**src/rtl/fwd_lookup_engine.sv**
```systemverilog
// Forwarding lookup stage: queues destination requests, reads the forwarding table,
// resolves the egress port mask with valid/ready output and saturating hit/miss stats.
`timescale 1ns/1ps
`ifndef PORT_NUM
`define PORT_NUM 16
`endif

module fwd_lookup_engine #(
  parameter int unsigned FIFO_DEPTH = 4,
  parameter int unsigned SRC_W      = 4,
  parameter int unsigned ID_W       = 8
) (
  input  logic                  clk,
  input  logic                  rst_n,
  input  logic                  req_valid,
  output logic                  req_ready,
  input  logic [SRC_W-1:0]      req_src,
  input  logic [18:0]           req_key,
  input  logic [ID_W-1:0]       req_id,
  output logic                  fwd_rden,
  output logic [7:0]            fwd_addr,
  input  logic [12+`PORT_NUM-1:0] fwd_rdata,
  output logic                  res_valid,
  input  logic                  res_ready,
  output logic [ID_W-1:0]       res_id,
  output logic [`PORT_NUM-1:0]  res_mask,
  output logic                  res_hit,
  output logic                  res_drop,
  output logic [15:0]           hit_cnt,
  output logic [15:0]           miss_cnt,
  input  logic                  cnt_clr
);

  localparam int unsigned PN    = `PORT_NUM;
  localparam int unsigned AW    = $clog2(FIFO_DEPTH);
  localparam int unsigned REQ_W = SRC_W + 19 + ID_W;
  localparam logic [SRC_W:0] PN_L = (SRC_W+1)'(PN);

  typedef enum logic [1:0] {IDLE, LOOK, RESP} state_t;
  state_t state;

  logic [REQ_W-1:0] fifo_mem [FIFO_DEPTH];
  logic [AW:0]      wr_ptr, rd_ptr;
  logic             full, empty, push;
  logic [REQ_W-1:0] head;

  assign full      = (wr_ptr[AW] != rd_ptr[AW]) && (wr_ptr[AW-1:0] == rd_ptr[AW-1:0]);
  assign empty     = (wr_ptr == rd_ptr);
  assign req_ready = !full;
  assign push      = req_valid && !full;
  assign head      = fifo_mem[rd_ptr[AW-1:0]];

  always_ff @(posedge clk) begin
    if (push) fifo_mem[wr_ptr[AW-1:0]] <= {req_src, req_key, req_id};
  end

  // Pop is tied to the IDLE->LOOK transition, so rd_ptr follows the FSM decision.
  always_ff @(posedge clk or negedge rst_n) begin
    if (!rst_n) begin
      wr_ptr <= '0;
      rd_ptr <= '0;
    end else begin
      if (push) wr_ptr <= wr_ptr + 1'b1;
      if (state == IDLE && !empty) rd_ptr <= rd_ptr + 1'b1;
    end
  end

  logic [SRC_W-1:0] w_src;
  logic [10:0]      w_tag;
  logic [ID_W-1:0]  w_id;

  logic          ent_valid, hit, in_range, lk_hit, lk_drop;
  logic [10:0]   ent_tag;
  logic [PN-1:0] ent_mask, src_bit, lk_mask;

  assign ent_valid = fwd_rdata[11+PN];
  assign ent_tag   = fwd_rdata[10+PN:PN];
  assign ent_mask  = fwd_rdata[PN-1:0];
  assign hit       = ent_valid && (ent_tag == w_tag);
  assign in_range  = {1'b0, w_src} < PN_L;
  assign src_bit   = {{(PN-1){1'b0}}, 1'b1} << w_src;
  assign lk_drop   = (lk_mask == '0);

  always_comb begin
    lk_hit  = 1'b0;
    lk_mask = '0;
    if (in_range) begin
      lk_hit  = hit;
      lk_mask = (hit ? ent_mask : '1) & ~src_bit;
    end
  end

  always_ff @(posedge clk or negedge rst_n) begin
    if (!rst_n) begin
      state     <= IDLE;
      fwd_rden  <= 1'b0;
      fwd_addr  <= '0;
      w_src     <= '0;
      w_tag     <= '0;
      w_id      <= '0;
      res_valid <= 1'b0;
      res_id    <= '0;
      res_mask  <= '0;
      res_hit   <= 1'b0;
      res_drop  <= 1'b0;
    end else begin
      case (state)
        IDLE: if (!empty) begin
          w_src    <= head[REQ_W-1 -: SRC_W];
          w_tag    <= head[ID_W+8 +: 11];
          fwd_addr <= head[ID_W +: 8];
          w_id     <= head[ID_W-1:0];
          fwd_rden <= 1'b1;
          state    <= LOOK;
        end
        LOOK: begin
          fwd_rden  <= 1'b0;
          res_valid <= 1'b1;
          res_id    <= w_id;
          res_mask  <= lk_mask;
          res_hit   <= lk_hit;
          res_drop  <= lk_drop;
          state     <= RESP;
        end
        RESP: if (res_ready) begin
          res_valid <= 1'b0;
          state     <= IDLE;
        end
        default: state <= IDLE;
      endcase
    end
  end

  always_ff @(posedge clk or negedge rst_n) begin
    if (!rst_n) begin
      hit_cnt  <= '0;
      miss_cnt <= '0;
    end else if (cnt_clr) begin
      hit_cnt  <= '0;
      miss_cnt <= '0;
    end else if (state == LOOK && in_range) begin
      if (hit) begin
        if (hit_cnt != '1) hit_cnt <= hit_cnt + 16'd1;
      end else begin
        if (miss_cnt != '1) miss_cnt <= miss_cnt + 16'd1;
      end
    end
  end

endmodule

```
**config.mk**
```make
export PLATFORM = sky130hd
export DESIGN_NAME = fwd_lookup_engine
export DESIGN_NICKNAME = d
export VERILOG_FILES = /design/src/rtl/fwd_lookup_engine.sv
export SDC_FILE = /design/constraint.sdc
export NUM_CORES = 1
export LEC_CHECK = 0
export CORE_AREA = 2 2 156 158
export CTS_CLUSTER_DIAMETER = 150
export DETAILED_ROUTE_END_ITERATION = 8
export DIE_AREA = 0 0 158 160
export DONT_BUFFER_PORTS = 1
export PLACE_DENSITY = 0.56
export SLEW_MARGIN = 0
export SYNTH_ARGS = -nofsm -noshare
export SYNTH_HDL_FRONTEND = slang
export SYNTH_SLANG_ARGS = --single-unit
```
**constraint.sdc**
```tcl
create_clock -name clk -period 2 [get_ports clk]
set_clock_uncertainty 0.05 [all_clocks]
set_input_delay 0.3 -clock clk [delete_from_list [all_inputs] [get_ports clk]]
set_output_delay 0.3 -clock clk [all_outputs]
set_load 0.01 [all_outputs]
```
==> summary.md, run 1 <==
| Metric | Value |
|---|---|
| Slowest-stage cell, CP | dfrtp_1 |
| Most utilized layer in the global route result | met2 |
| CTS sink cnt | 223 |
| Layout Area Growth over Synthesis | 25.0% |
| WS Path Type | flip-flop to flip-flop |
| DIE WIDTH | 158 microns |
| Syn Inst Count | 621 |
| Maximum root-to-sink buffer count | 3 |
| H-tree levels | 1 |
| Total power | 16.8 mW |
| Routing usage on met3 | 6.78% |
| Area contributors post-synth | edfxtp_1 40%, dfrtp_1 27%, mux4_2 7.6%, mux2_2 4.0%, xnor2_1 2.7% |
| Placeable Area | 23,800 sq um |
| Power Density | 1450 nW/um^2 |
| DR vias | 5,475 |
| Die ar. | 25,300 sq um |
| Tmin final | 2.01 ns |
| M2 GR Usage | 29.7% |
| Syn. warnings | 0 |
| Count of pins over their slew limit | 0 |
| CP bufs+invs | 2 |
| Gpl congestion | 0.803 |
| RSZ-0062 raised after global routing | true |
| Failing checks | negative hold slack, negative setup slack |
| WL/cell | 19.4 microns |
| Initial Util | 38.8% |
| Root Buffer | clkbuf_16 |
| Largest net degree at the start of global routing | 100 |
| Final cell count without fillers | 1,068 |
| CTS clock-pin slew for the worst setup and hold paths | 0.06 ns |
| Worst min path class | input port to async pin |
| Total gr overflow | 0 |
| Initial antenna violation count | 3 |
| Final hold violation count | 99 |
| Leading area contributor after synthesis | edfxtp_1 |
| Clk Latency, worst-skew pair | 0.53 ns |
| Final setup viols | 1 |
| GRT Util Overall | 16.7% |
| CTS tree | built |
| Critical path fanouts, max | 6 |
| Tightest Pin Transition | 0.527 ns |
| Critical Path AT | 2.39 ns |
| Vias in the first global route | 5,912 |
| Final WS setup | -0.00547 ns |
| Syn_nets | 692 |
| # nets final | 794 |
| Cell leakage power | 4.37 nW |
| Slew Limit Headroom | 64.9% |
| Seq/Total Area, Yosys | 67.1% |
| Mapped cell area | 9250 sq um |
| CP Cell Sequence | xnor2_1, nand4_1, buf_4, nor4_4, buf_6, nand2_4, or3_1, a21oi_1 |
| Buffers on Ports | 0 |
| Layout cells sized above 1 | 26.4% |
| Seq cells post-synth | 223 |
| IO Pins | 133 |
| Crit start category | flip-flop |
| Via density | 5.13 |
| Number of iterations in the first detailed-routing pass | 4 |
| Distinct cells, synth | 46 |
| DP HPWL | 12.9 mm |
| Outcome | finished, violations left |
| Post-synth EDFFs | 124 |
| Post-Place Cells | 961 |
| Tcrit/Tclk final | 100% |
| First-pass GRT wire length | 32.9 mm |
| Max-cap violations | 0 |
| Achievable Freq | 499 MHz |
| WL final | 20.7 mm |
| Die Ht | 160 microns |
| Syn_area_per_cell | 14.9 sq um |
| DRT antenna net count | 0 |
| Number of remaining DRC errors | 0 |
| CP endpoint kind | flip-flop |
| Top_reg_cell synth | edfxtp_1 |
| Hold_ws | -0.565 ns |
| M1 GR Usage | 18.5% |
| Cts bufs inserted | 25 |
| Rows | 57 |
| CP required | 2.39 ns |
| CP max stage delay | 0.39 ns |
| Crit path max-delay family | simple AND/OR/NAND/NOR gates |
| Hold_buf cts | 50 |
| DRT iter0 DRCs | 356 |
| Post-synth ARST share | 44.4% |
| Post-synth top area share | 40.3% |
| Peak VDD IR | 0.753 mV |
## area by class of cell
class	count	area [sq um]
Sequential cell	223	6200
Antenna cell	2	5.00
Clock inverter	11	169
Multi-Input combinational cell	363	3050
Inverter	6	22.5
Tap cell	324	405
Fill cell	2065	12300
Clock buffer	35	693
Timing Repair Buffer	104	1020
## worst register-to-register path: cells and delay by family (launching register included)
family / cells / cell delay (ns)
simple gates: 4 / 0.78
flops: 1 / 0.39
buf+inv: 2 / 0.39
xor+xnor: 1 / 0.16
compound gates: 1 / 0.15
## through the flow
step	TNS [ns]	area, sq um	setup slack, ns	utilization (%)	hold WS, ns
after floorplan	0	9250	0.0578	-	-0.0456
after global placement	-0.0162	9940	-0.0105	41.7	-0.0404
after detailed placement	-0.281	9940	-0.0464	41.7	-0.0403
after CTS	-0.0232	11400	-0.0192	47.9	-0.605
after global routing	-2.65	11600	-0.135	48.5	-0.598
final	-0.00547	11600	-0.00547	48.5	-0.565
## per-layer routing
metal  part of all wire (%)  routed length (microns)
met5                  0.063                       13
met4                    2.4                      506
met1                     37                     7680
met3                    9.8                     2030
met2                     51                    10500
## kinds of logic after synthesis
logic type	after synthesis	synth area share, %
AOI/OAI and AO/OA	60	3.94
xor gates and xnor gates	44	4.25
adders and majority gates	7	0.947
buffers and inverters	35	1.72
DFF	223	67.1
muxes	67	11.9
and+or+nand+nor	185	10.2
## final timing paths
path                               startpoint           to  slack (ns)  cells after the start
worst max-delay path                 w_tag[8]  hit_cnt[15]      -0.005                      8
worst min-delay path                    rst_n  fwd_addr[4]       -0.56                      0
worst max register to register       w_tag[8]  hit_cnt[15]      -0.005                      8
worst min register to register        w_id[1]    res_id[1]        0.42                      2
max in group asynchronous               rst_n    rd_ptr[0]        2.28                      0
min in group clk                fwd_rdata[13]     res_drop        0.11                      4
## cell usage after synthesis, drive strengths merged, types with 2 or more instances
cell / number
nor3: 6
a31oi: 2
o21ai: 27
nor4: 5
or3: 7
and4: 5
xnor2: 30
nor2: 36
nand2b: 6
nand2: 67
and2: 3
nand4: 13
buf: 15
edfxtp: 124
o22ai: 11
nor2b: 3
mux2: 33
mux2i: 3
inv: 6
clkbuf: 14
nor4b: 2
a21oi: 8
ha: 7
o32ai: 6
nand3: 19
mux4: 31
xor2: 14
dfrtp: 99
and3: 10
## timing repair
| item | CTS | global route |
|---|---|---|
| cloned | 0 | 1 |
| buffers inserted | 8 | 0 |
| hold endpoints to repair | 274 | 99 |
| resized for setup | 7 | 41 |
| endpoints found under the setup margin | 32 | 45 |
| pin swaps | 4 | 7 |
## power breakdown
part           total, mW  switching (mW)  internal, mW
Sequential          7.07           0.841          6.23
Combinational       4.94            2.46          2.48
Clock               4.75            1.81          2.94
## layout by cell type, fill, tap and decap left out, types with 4 or more instances in the layout
master,netlist,layout
buf_12,0,8
clkbuf_16,0,25
a21oi_1,8,8
and4_1,5,5
mux2_2,33,33
inv_1,6,6
ha_1,7,7
nor2_1,36,36
or3_1,6,4
clkbuf_1,14,7
edfxtp_1,124,124
o22ai_2,0,10
and3_2,0,4
bufinv_16,0,4
xnor2_1,29,27
nand2b_1,6,5
o21ai_1,1,14
clkinv_2,0,5
dfrtp_1,99,98
nand2_1,67,66
buf_6,2,4
nand3_1,19,18
and3_1,10,6
nand4_1,10,10
buf_4,0,43
mux4_2,31,31
dlygate4sd3_1,0,49
nor3_1,6,6
o21ai_0,26,11
xor2_1,14,14
## sequential cells by signal (all words and copies together) (netlist names), 3 cells and up
name and cells:
res_mask 16, fifo_mem 124, wr_ptr 3, hit_cnt 16, rd_ptr 3, res_id 8, fwd_addr 8, w_id 8
w_tag 11, w_src 4, miss_cnt 16
No activity file was read; power rests on OpenSTA's default activity.
==> run 2, diff against run 1 <==
--- a/config.mk
+++ b/config.mk
@@ -7,10 +7,12 @@
 export LEC_CHECK = 0
 export CORE_AREA = 2 2 156 158
 export CTS_CLUSTER_DIAMETER = 150
+export CTS_CLUSTER_SIZE = 24
 export DETAILED_ROUTE_END_ITERATION = 8
 export DIE_AREA = 0 0 158 160
 export DONT_BUFFER_PORTS = 1
 export PLACE_DENSITY = 0.56
+export SKIP_CTS_REPAIR_TIMING = 1
 export SLEW_MARGIN = 0
 export SYNTH_ARGS = -nofsm -noshare
 export SYNTH_HDL_FRONTEND = slang
==> run 2 against run 1 <==
  * The run still ends with negative hold slack, negative setup slack left
  * Non-clock buffer count shrank 1
  * First-iteration DRC count up 2.5%
  * Final area fell by 3.5%
  * Routed wire length fell by 1.3%
  * Core utilization fell by 1.7 points
  * Highest routed layer unchanged
==> summary.md, run 2 (synthesized netlist as in run 1, its figures left out) <==
| Metric | Value |
|---|---|
| Total gr overflow | 0 |
| Initial antenna violation count | 3 |
| DRT antenna net count | 0 |
| Commonest non-fill, non-tap cell in the layout | edfxtp_1 |
| RSZ-0062 raised after global routing | true |
| Gpl congestion | 0.803 |
| DP Worst Slack | -0.0464 ns |
| Tcrit/Tclk final | 101% |
| CTS sink cnt | 223 |
| # nets final | 781 |
| Post-Place Cells | 961 |
| First-pass GRT wire length | 30.9 mm |
| Slew Limit Headroom | 66.0% |
| Tightest Pin Transition | 0.510 ns |
| Final WS setup | -0.0220 ns |
| Final core occ | 46.8% |
| H-tree levels | 1 |
| Layout cells sized above 1 | 25.1% |
| Largest net degree at the start of global routing | 100 |
| Power Density | 1330 nW/um^2 |
| Hold_ws | -0.551 ns |
| Cts bufs inserted | 13 |
| CP bufs+invs | 2 |
| Achievable Freq | 495 MHz |
| Via density | 5.19 |
| Layout Area Growth over Synthesis | 20.6% |
| DRT iter0 DRCs | 365 |
| Critical path fanouts, max | 7 |
| Most frequent cells in the layout | 124 x edfxtp_1, 97 x dfrtp_1, 66 x nand2_1, 47 x dlygate4sd3_1, 42 x buf_4 |
| WS Path Type | flip-flop to flip-flop |
| Max-cap violations | 0 |
| Initial Util | 38.8% |
| CP required | 2.36 ns |
| Placeable Area | 23,800 sq um |
| Outcome | finished, violations left |
| Number of iterations in the first detailed-routing pass | 4 |
| Setup crit end | hit_cnt[15] |
| Rows | 57 |
| Crit path max-delay family | simple AND/OR/NAND/NOR gates |
| Tmin final | 2.02 ns |
| Peak VDD IR | 0.949 mV |
| Final setup viols | 3 |
| GRT Util Overall | 15.8% |
| Buffers on Ports | 0 |
| DP HPWL | 12.9 mm |
| Count of pins over their slew limit | 0 |
| CP endpoint kind | flip-flop |
| Clk Latency, worst-skew pair | 0.48 ns |
| CTS tree | built |
| CP max stage delay | 0.40 ns |
| CTS clock-pin slew for the worst setup and hold paths | 0.10 ns |
| Vias in the first global route | 5,422 |
| Seq. cell area | 6200 sq um |
| Final hold violation count | 99 |
| DIE WIDTH | 158 microns |
| WL/cell | 19.6 microns |
| Filler instances | 2,106 |
| RR Startpoint | w_tag[8] |
| Final cell count without fillers | 1,042 |
| Multi-input gate area | 3120 sq um |
| Failing checks | negative hold slack, negative setup slack |
| Slowest-stage cell, CP | dfrtp_1 |
| Reg-to-reg endpoint | hit_cnt[15] |
| IO Pins | 133 |
| Worst r2r path cells | 8 |
| Die ar. | 25,300 sq um |
| Number of remaining DRC errors | 0 |
| Critical path origin | w_tag[8] |
| Maximum root-to-sink buffer count | 3 |
| Crit start category | flip-flop |
| Worst R2R Setup Slack | -0.02 ns |
| DR vias | 5,412 |
| Cell leakage power | 4.15 nW |
| CP Cell Sequence | xnor2_1, nand4_1, buf_4, nor4_4, buf_6, nand2_2, or3_1, a21oi_1 |
| Worst path depth | 8 |
| WL final | 20.4 mm |
| Total power | 14.8 mW |
| Largest register FFs | 124 |
| Worst min path class | input port to async pin |
| Root Buffer | clkbuf_16 |
| Die Ht | 160 microns |
| Critical Path AT | 2.39 ns |
[run 2: changes by cell type in the layout (fill, tap and decap cells not counted), sizes merged]
cell	delta
clkinv	-6
inv	+1
clkbuf	-15
dlygate4sd3	-2
bufinv	-4
[run 2: final cells by class]
| class | count | area share (%) |
|---|---|---|
| diodes | 2 | 0.0449 |
| clock buffers | 19 | 3.12 |
| clock inverters | 2 | 0.258 |
| inverters | 6 | 0.202 |
| multi-input cells | 363 | 28.0 |
| flip-flops and latches | 223 | 55.6 |
| well taps | 324 | 3.63 |
| repair buffers | 103 | 9.15 |
[run 2: worst register-to-register path, cell delays in order, from the launching register on]
cell,delay [ns]
dfrtp_1,0.40
xnor2_1,0.15
nand4_1,0.21
buf_4,0.22
nor4_4,0.19
buf_6,0.18
nand2_2,0.06
or3_1,0.34
a21oi_1,0.15
[run 2: stage by stage]
step | TNS (ns) | instance area [sq um] | hold WS [ns]
after CTS | -0.969 | 10300 | -0.567
after global routing | -2.91 | 11200 | -0.582
after detailed placement | -0.281 | 9940 | -0.0403
after floorplan | 0 | 9250 | -0.0456
after global placement | -0.0162 | 9940 | -0.0404
final | -0.0403 | 11200 | -0.551
[run 2: routing by layer]
metal	GRT usage, %	routed length [microns]	vias to the layer above
met4	2.74	349	2
met5	0	16	-
met3	6.89	1870	28
met1	17.8	7820	2753
met2	27.8	10400	139
li1	-	-	2490
[run 2: worst min path at each step]
stage               cells past startpoint          end   from
finish                                  0  miss_cnt[5]  rst_n
global placement                        0  miss_cnt[4]  rst_n
global route                            0  miss_cnt[5]  rst_n
floorplan                               0  fwd_addr[0]  rst_n
detailed placement                      0  miss_cnt[2]  rst_n
CTS                                     0     res_drop  rst_n
[run 2: where the power goes]
part	leakage (nW)	switching, mW	internal [mW]	total [mW]
logic	1.60	2.48	2.49	4.98
clock network	0.182	1.52	1.26	2.78
registers	2.37	0.876	6.21	7.09
total	4.15	4.88	9.97	14.8
==> run 3, diff against run 2 <==
--- a/config.mk
+++ b/config.mk
@@ -12,6 +12,7 @@
 export DIE_AREA = 0 0 158 160
 export DONT_BUFFER_PORTS = 1
 export PLACE_DENSITY = 0.56
+export SETUP_SLACK_MARGIN = 0.15
 export SKIP_CTS_REPAIR_TIMING = 1
 export SLEW_MARGIN = 0
 export SYNTH_ARGS = -nofsm -noshare
==> run 3 against run 2 <==
  * The flow still finishes with violations (negative hold slack, negative setup slack)
  * Clock power fell by 2%
  * Non-clock buffer count fell by 12
  * Die area did not move
  * Sequential power barely moved
  * Global-route usage fell by 0.48 points
  * Fmax rose by 0.74%
  * Largest cell class unchanged
  * Largest power group unchanged
==> summary.md, run 3 (synthesized netlist as in run 1, its figures left out) <==
| Metric | Value |
|---|---|
| RSZ-0062 raised after global routing | true |
| Layout cells sized above 1 | 28.2% |
| Final hold violation count | 132 |
| Layout Area Growth over Synthesis | 22.2% |
| H-tree levels | 1 |
| Tcrit/Tclk final | 100% |
| Hold_ws | -0.538 ns |
| DP Worst Slack | -0.0335 ns |
| Worst R2R Setup Slack | 0.02 ns |
| CP bufs+invs | 1 |
| Reg-to-reg endpoint | miss_cnt[8] |
| Final instance area | 11,300 sq um |
| GRT Util Overall | 15.3% |
| Gpl congestion | 0.783 |
| CP max stage delay | 0.44 ns |
| Via density | 5.22 |
| CP endpoint kind | output pin |
| Cell leakage power | 4.13 nW |
| CTS clock-pin slew for the worst setup and hold paths | 0.09 ns |
| Vias in the first global route | 5,443 |
| RR Startpoint | w_tag[8] |
| Crit start category | flip-flop |
| Worst r2r path cells | 9 |
| Largest net degree at the start of global routing | 100 |
| Crit path max-delay family | flip-flops |
| Initial Util | 38.8% |
| CP required | 1.65 ns |
| Most frequent cells in the layout | 124 x edfxtp_1, 95 x dfrtp_1, 66 x nand2_1, 43 x dlygate4sd3_1, 34 x nor2_1 |
| Tightest Pin Transition | 0.547 ns |
| Failing checks | negative hold slack, negative setup slack |
| Die Ht | 160 microns |
| DIE WIDTH | 158 microns |
| WL/cell | 19.9 microns |
| CP Cell Sequence | xor2_1, or3_4, buf_6 |
| CTS sink cnt | 223 |
| CTS tree | built |
| Die ar. | 25,300 sq um |
| Filler instances | 2,101 |
| Final WS setup | -0.00711 ns |
| DRT antenna net count | 0 |
| DRT iter0 DRCs | 257 |
| Placeable Area | 23,800 sq um |
| DR vias | 5,380 |
| Tmin final | 2.01 ns |
| IO Pins | 133 |
| Number of remaining DRC errors | 0 |
| WL final | 20.5 mm |
| Initial antenna violation count | 1 |
| Clk Latency, worst-skew pair | 0.47 ns |
| Peak VDD IR | 0.800 mV |
| Root Buffer | clkbuf_16 |
| Critical Path AT | 1.66 ns |
| Power Density | 1340 nW/um^2 |
| Slew Limit Headroom | 63.5% |
| Slowest-stage cell, CP | dfrtp_2 |
| Achievable Freq | 498 MHz |
| Buffers on Ports | 0 |
| Total gr overflow | 0 |
| Number of iterations in the first detailed-routing pass | 6 |
| Critical path fanouts, max | 5 |
| WS Path Type | flip-flop to output pin |
| Final setup viols | 1 |
| Placed Area | 9920 sq um |
| # nets final | 770 |
| Outcome | finished, violations left |
| Cts bufs inserted | 13 |
| Largest register FFs | 124 |
| Worst min path class | input port to async pin |
| DP HPWL | 12.6 mm |
| Commonest non-fill, non-tap cell in the layout | edfxtp_1 |
| Maximum root-to-sink buffer count | 3 |
| First-pass GRT wire length | 29.9 mm |
| Rows | 57 |
| Worst path depth | 3 |
| Count of pins over their slew limit | 0 |
| Max-cap violations | 0 |
run 3: layout make-up:
type / instances / area, sq um / share of cell area [%]
Inverter: 6 / 22.5 / 0.199
Sequential cell: 223 / 6210 / 54.9
Antenna cell: 1 / 2.50 / 0.0221
Tap cell: 324 / 405 / 3.59
Multi-Input combinational cell: 364 / 3350 / 29.7
Clock inverter: 2 / 28.8 / 0.255
Timing Repair Buffer: 91 / 932 / 8.25
Clock buffer: 20 / 352 / 3.11
run 3: worst max-delay path by stage:
stage,endpoint,from,slack (ns)
finish,req_ready,rd_ptr[0],-0.007
global route,req_ready,wr_ptr[2],-0.07
CTS,req_ready,wr_ptr[1],-0.09
floorplan,fwd_addr[0],rd_ptr[0],0.13
detailed placement,res_mask[11],w_tag[0],-0.03
global placement,res_mask[12],w_tag[3],0.04
run 3: layer usage:
layer	global-route usage [%]	routed length, microns	vias up
li1	-	-	2472
met1	17.1	7800	2744
met2	27.4	10500	140
met3	6.24	1760	24
met4	2.83	418	0
met5	0.595	0	-
run 3: per-stage QoR:
| stage | setup TNS [ns] | utilization (%) | hold slack [ns] | total power, mW | std cells |
|---|---|---|---|---|---|
| after global routing | -1.97 | 47.4 | -0.580 | 16.0 | 1031 |
| after floorplan | 0 | - | -0.0456 | 10.3 | 621 |
| after CTS | -0.304 | 43.2 | -0.568 | 14.5 | 978 |
| after detailed placement | -0.180 | 41.6 | -0.0424 | 11.8 | 956 |
| final | -0.00711 | 47.4 | -0.538 | 15.1 | 1031 |
| after global placement | 0 | 41.6 | -0.0405 | 11.6 | 956 |
run 3: power by group:
part	internal (mW)	switching (mW)	total, mW
Combinational	2.66	2.66	5.32
Clock	1.26	1.46	2.72
Sequential	6.22	0.857	7.08
Total	10.1	4.97	15.1
run 3: worst register-to-register path, stage by stage (launching register included):
cell and delay (ns):
dfrtp_1 0.40, xnor2_1 0.15, nand4_1 0.22, buf_4 0.22, o31ai_4 0.17, buf_6 0.18, clkbuf_16 0.16, nor3_2 0.05
xnor2_1 0.19, nor2_1 0.07
